<file path="src/rtl/pc_sequencer_pkg.sv">
// Shared types and constants for the fetch-stage program counter sequencer.
package pc_sequencer_pkg;

  typedef enum logic [1:0] {
    BOOT = 2'd0,
    RUN  = 2'd1,
    HALT = 2'd2
  } state_t;

  localparam logic [31:0] INSTR_BYTES          = 32'd4;
  localparam logic [31:0] DEFAULT_RESET_VECTOR = 32'h0000_0000;

endpackage

</file>
<file path="src/rtl/pc_incr.sv">
// Combinational one-instruction increment, modulo 2^32.
module pc_incr
  import pc_sequencer_pkg::*;
(
  input  logic [31:0] a,
  output logic [31:0] y
);

  assign y = a + INSTR_BYTES;

endmodule

</file>
<file path="src/rtl/pc_sequencer.sv">
// Program counter owner for the fetch stage: selects sequential, branch,
// jump, stall or halt next-PC and qualifies the instruction fetch.
module pc_sequencer
  import pc_sequencer_pkg::*;
#(
  parameter logic [31:0] RESET_VECTOR = DEFAULT_RESET_VECTOR,
  parameter int          OFF_W        = 22
) (
  input  logic             clk,
  input  logic             rst,
  input  logic             stall,
  input  logic             br_taken,
  input  logic [31:0]      br_base,
  input  logic [OFF_W-1:0] br_offset,
  input  logic             jmp_en,
  input  logic [31:0]      jmp_target,
  input  logic             halt,
  output logic [31:0]      pc,
  output logic [31:0]      pc_plus4,
  output logic             fetch_valid,
  output logic             flush,
  output logic             misalign,
  output logic [31:0]      fetch_count
);

  state_t      state;
  logic [31:0] br_link;
  logic [31:0] br_disp;
  logic [31:0] br_target;

  pc_incr u_seq_incr (
    .a (pc),
    .y (pc_plus4)
  );

  pc_incr u_br_incr (
    .a (br_base),
    .y (br_link)
  );

  // Word offset sign-extended and scaled to bytes.
  assign br_disp   = {{(32-OFF_W-2){br_offset[OFF_W-1]}}, br_offset, 2'b00};
  assign br_target = br_link + br_disp;

  assign fetch_valid = (state == RUN) && !stall;

  always_ff @(posedge clk) begin
    if (rst) begin
      state       <= BOOT;
      pc          <= RESET_VECTOR;
      flush       <= 1'b0;
      misalign    <= 1'b0;
      fetch_count <= '0;
    end else begin
      flush <= 1'b0;
      if (fetch_valid) begin
        fetch_count <= fetch_count + 32'd1;
      end
      case (state)
        BOOT: begin
          state <= RUN;
        end
        RUN: begin
          // Redirects are downstream of the stall point, so they beat stall.
          if (halt) begin
            state <= HALT;
          end else if (jmp_en) begin
            pc    <= {jmp_target[31:2], 2'b00};
            flush <= 1'b1;
            if (jmp_target[1:0] != 2'b00) begin
              misalign <= 1'b1;
            end
          end else if (br_taken) begin
            pc    <= br_target;
            flush <= 1'b1;
          end else if (!stall) begin
            pc <= pc_plus4;
          end
        end
        HALT: begin
          state <= HALT;
        end
        default: begin
          state <= BOOT;
        end
      endcase
    end
  end

endmodule

</file>
<file path="config.mk">
export PLATFORM = sky130hd
export DESIGN_NAME = pc_sequencer
export DESIGN_NICKNAME = d
export VERILOG_FILES = /design/src/rtl/pc_sequencer_pkg.sv /design/src/rtl/pc_incr.sv /design/src/rtl/pc_sequencer.sv
export SDC_FILE = /design/constraint.sdc
export NUM_CORES = 1
export LEC_CHECK = 0
export ABC_AREA = 0
export BUFFER_PORTS_ARGS = -buffer_cell sky130_fd_sc_hd__buf_4
export CAP_MARGIN = 5
export CELL_PAD_IN_SITES_DETAIL_PLACEMENT = 0
export CELL_PAD_IN_SITES_GLOBAL_PLACEMENT = 1
export CORE_ASPECT_RATIO = 1.75
export CORE_MARGIN = 4
export CORE_UTILIZATION = 33
export CTS_CLUSTER_SIZE = 16
export DETAILED_ROUTE_END_ITERATION = 12
export GPL_ROUTABILITY_DRIVEN = 0
export PLACE_DENSITY_LB_ADDON = 0.15
export SETUP_SLACK_MARGIN = 0.02
export SLEW_MARGIN = 20
export SYNTH_ARGS = -nofsm -noshare
export SYNTH_HDL_FRONTEND = slang
export SYNTH_SLANG_ARGS = --single-unit
</file>
<file path="constraint.sdc">
create_clock -name clk -period 2.94 [get_ports clk]
set_input_delay 0.441 -clock clk [delete_from_list [all_inputs] [get_ports clk]]
set_output_delay 0.441 -clock clk [all_outputs]
set_load 0.02 [all_outputs]
</file>
# Word-level counts from Yosys, hierarchy flattened
# Index checks and enable logic that the tools add are counted.
totals:
  in_bits: 92
  n_memories: 0
  output_inout_bits: 99
  mem_bits_ro: 0
  register_bits: 68
  latch_bits: 0
  ramBits: 0
op_classes:
  n_eq_ne: 4
  add_sub_neg: 4
  reduce_logical: 7
  mul: 0
  shifts: 0
  mux: 7
  order_cmp: 0
  div: 0
  bitwise_logic: 2
ops:
  columns: ["cell", "n"]
  rows:
  - ["$mux W32", 3]
  - ["$add A32 B3 Y32 const B", 2]
  - ["$add A32 B1 Y32 const B", 1]
  - ["$add A32 B32 Y32", 1]
  - ["$pmux W2 S3", 1]
  - ["$reduce_and A4 Y1", 1]
  - ["$ne A3 B1 Y1 const B", 1]
  - ["$reduce_and A3 Y1", 1]
  - ["$reduce_or A3 Y1", 1]
  - ["$eq A2 B1 Y1 const B", 1]
  - ["$eq A2 B2 Y1 const B", 1]
  - ["$logic_not A2 Y1", 1]
  - ["$mux W1", 2]
  - ["$mux W2", 1]
  - ["$ne A2 B2 Y1 const B", 1]
  - ["$not A1 Y1", 2]
  - ["$reduce_bool A2 Y1", 1]
  - ["$logic_and A1 B1 Y1", 1]
  - ["$logic_not A1 Y1", 1]

# Depth between registers and ports, before layout
logic_depth:
  ltp_word: 4
  depth_mapped: 13

# By module
# From an unflattened synthesis, not the netlist that was laid out.
unflattened:
  hier_cells: 770
  area_unflattened_um2: 5859.4
modules_own_cells:
  columns: ["mod", "n_inst", "cells_per_inst", "area_per_inst_um2"]
  rows:
  - ["pc_sequencer", 1, 604, 4698.3]
  - ["pc_incr", 2, 83, 580.6]

# Worst setup path before layout
# OpenSTA, ideal clock, no wires.
synth_timing:
  path_kind: "input-to-reg"
  from: "in br_base[3]"
  to: "reg pc[25]"
  cell_stages: 11
  arrival_ns: 3.029
  t_required_ns: 2.854
  path_buffers: 0
  setup_ns: 0.086
  setup_slack_ns: -0.174
  path_cell_list: "ha_1 -> ha_1 -> fa_1 -> a21o_1 -> a221oi_2 -> o211ai_1 -> a31oi_1 -> o21ai_0 -> a211oi_1 -> xor2_1 -> a211oi_1"
synth_via:
  elab_chain_cells: 4
synth_rtl:
  columns: ["item", "line", "text"]
  rows:
  - ["start: declaration", "pc_sequencer.sv:13", "input logic [31:0] br_base,"]
  - ["$add A32 B3 Y32", "pc_incr.sv:9", "assign y = a + INSTR_BYTES;"]
  - ["$add A32 B32 Y32", "pc_sequencer.sv:43", "assign br_target = br_link + br_disp;"]
  - ["$mux W32", "pc_sequencer.sv:73", "end else if (br_taken) begin"]
  - ["$mux W32", "pc_sequencer.sv:67", "end else if (jmp_en) begin"]
  - ["end signal: assignment", "pc_sequencer.sv:68", "pc <= {jmp_target[31:2], 2'b00};"]
  - ["end signal: assignment", "pc_sequencer.sv:74", "pc <= br_target;"]
  - ["end signal: assignment", "pc_sequencer.sv:77", "pc <= pc_plus4;"]
  - ["end: declaration", "pc_sequencer.sv:18", "output logic [31:0] pc,"]
# No other way between the ends.
# A chain may end at the register's enable or synchronous reset.

# Worst setup path after layout
layout_timing:
  from: "in br_base[7]"
  to: "reg pc[28]"
# Same word-level chain as after synthesis.

==> impl_metrics.toml <==
[routing]
wl_per_cell_um = 17.88
drt.antenna.violating_nets = 0
vias_per_cell = 5.360
drt_wl_total_mm = 21.58
drt_pass1_iterations = 5
post-route-drc-count = 0
drt_iter0_drc = 285
num_vias = 6469

[setup_path]
cp.required_ns = 3.21
critPathKind = "in -> reg"
crit_path_end_kind = "flip-flop"
r2r_setup_slack_ns = 0.69
r2r-start = "state[1]"
r2r_cells = 10
path_max_fanout = 5
r2r-end = "fetch_count[30]"
cp.arrival_ns = 3.11
crit_path_start_kind = "primary input"

[cts]
clkSlewWorstSetupHoldPaths_ns = 0.07
cts_sinks = 68
root_buffer = "clkbuf_16"
clk_path_buf_depth = 2
hold_buffers = 0
cts_buffers = 9
h-tree-depth = 3
clk_latency_ns = 0.34
cts_tree = "yes"

[finish]
multi_input_area_sq_um = 4151
finalCoreUtilization_pct = 48.22
fin_nets = 1129
insertedDiodeCount = 0
layout_common_cells = "buf_4 (259), nor2_1 (95), nand2_1 (77), dfxtp_1 (67), ha_1 (59)"
syn_to_final_growth_pct = 43.86
drive_above_1_share_pct = 29.90
nFillCells = 1714
regArea_sq_um = 1363
layout_commonest_cell = "buf_4"

[logic_synthesis]
yosys_most_used_dff = "dfxtp_1"
yosysSeqAreaShare_pct = 24.08
avgSynthCellArea_sq_um = 7.651
synth_edf_count = 0
async_flop_share_pct = 0
netlist_area_sq_um = 5654
synth_fp_nets = 893
syn_inst = 739
yosys_warnings = 0
synth-seq-cells = 68
synth.distinct_cells = 56

[die]
die_w_um = 107.0
io_pins = 191
initial_core_util_pct = 33.52
dieArea_sq_um = 19380
core_area_sq_um = 16870
fp.dieH_um = 181.2
fp-row-count = 63

[grt]
grt_start_max_net_pins = 48
busiest_layer = "met2"
met3_usage_pct = 4.648
grt_pass1_wl_mm = 33.69
grtUsageMet2_pct = 39.30
antenna_found_initial = 0
grt_pass1_vias = 6736
grt_usage_pct = 21.58
grt-ovfl-total = 0
grt_util_met1_pct = 22.84

[hold_path]
worst_hold_startpoint = "jmp_target[14]"
worstHoldEndpoint = "pc[14]"
hold_path.class = "in -> reg"
worstHoldPathCells = 3

[place]
portBuffers = 190
dp_hpwl_mm = 17.24

[power_and_ir_drop]
power.density_nw_per_um2 = 489.3
leakage_nw = 3.783
ir_worst_vdd_uv = 331.4
power_mw = 3.980

[timing]
rsz0062_at_grt = "false"
period_share_pct = 96.45
worst_slew_pin_slew_ns = 0.8084
hold_violations = 0
setup_tns_ns = 0
clock_skew_ns = 0.01001
setup_viol = 0
clock.fmax_mhz = 352.7
period_minus_slack_ns = 2.836
relSlewSlack_pct = 45.91
drv_slew = 0

[status]
status = "completed"

[run]
maxCapViolations = 0
-- how the worst max path moves through the flow --
stage / startpoint / end
3_3_place_gp: br_base[7] / pc[28]
3_5_place_dp: br_base[7] / pc[28]
5_1_grt: br_base[7] / pc[28]
6_report: br_base[7] / pc[28]
4_1_cts: br_base[7] / pc[28]
2_1_floorplan: br_base[7] / pc[14]
-- cells in the mapped netlist, drive strengths merged (9+ instances only) --
library cell  count  area, sq um
ha               61        763.2
clkbuf           31        116.4
dfxtp            68         1361
nand2            77        289.0
nand3            20        100.1
and4              9        78.83
a21oi            58        290.3
o211ai           10        80.07
o21ai            44        220.2
nor2             95        356.6
nor3             16        80.08
xor2             45        394.1
and3             16        101.4
a21o             14        105.1
xnor2            35        306.5
inv              18        67.56
nand4            18        112.6
-- registers in the layout (all words and copies together), names as in the netlist --
register	count
state	2
misalign	1
fetch_count	32
flush	1
pc	32
-- cell families (layout without fill, tap and decap cells) --
| kind of cell | count (synthesis) | in the layout | share of synthesized area [%] |
|---|---|---|---|
| XOR/XNOR | 80 | 80 | 12.39 |
| AND/OR/NAND/NOR | 283 | 283 | 23.50 |
| multiplexers | 6 | 6 | 1.084 |
| AO/OA/AOI/OAI | 188 | 188 | 21.51 |
| flip-flops | 68 | 68 | 24.08 |
| buffers and inverters | 52 | 293 | 3.585 |
| adder cells (fa/ha/maj) | 62 | 62 | 13.85 |
-- worst max-delay path, stage by stage --
cell,delay [ns]
buf_4,0.11
ha_1,0.28
ha_1,0.32
a21o_1,0.23
a31o_1,0.27
nor3_2,0.28
o21ai_0,0.16
o211a_1,0.22
a311oi_1,0.31
mux2_2,0.36
a21oi_1,0.13
-- per-layer routing --
layer / part of all wire (%) / vias up
met3: 6.7 / 62
li1: - / 3133
met4: 4.9 / 0
met1: 37 / 3033
met5: 0 / -
met2: 52 / 241
-- layout make-up --
| class | count | share of cell area (%) |
|---|---|---|
| clock buffer | 9 | 2.769 |
| timing repair buffer | 259 | 23.90 |
| inverter | 18 | 0.8306 |
| tap | 227 | 3.492 |
| clock inverter | 7 | 1.215 |
| multi-input combinational | 619 | 51.04 |
| sequential | 68 | 16.75 |
-- power by group --
part           internal [mW]  switching [mW]
clock network          0.748           0.468
registers               1.00           0.111
logic                  0.739           0.911
total                   2.49            1.49
-- per-stage QoR --
stage                     worst slack (ns)  hold slack [ns]  instance area [sq um]  instances
after detailed placement           -0.2437           0.4503                   7777       1190
after global placement             -0.2077           0.4388                   7777       1190
after CTS                          0.08965           0.3538                   8117       1207
final                               0.1044           0.3602                   8134       1207
after floorplan                   0.009721           0.4319                   5688        739
after global routing               0.01249           0.3584                   8134       1207
-- timing repair --
item                                    CTS  global route
resized for setup                         1             6
endpoints found under the setup margin    2             8
setup buffers                             1             0
cloned                                    0             0
pin swaps                                 1             3
No activity file was read; power rests on OpenSTA's default activity.
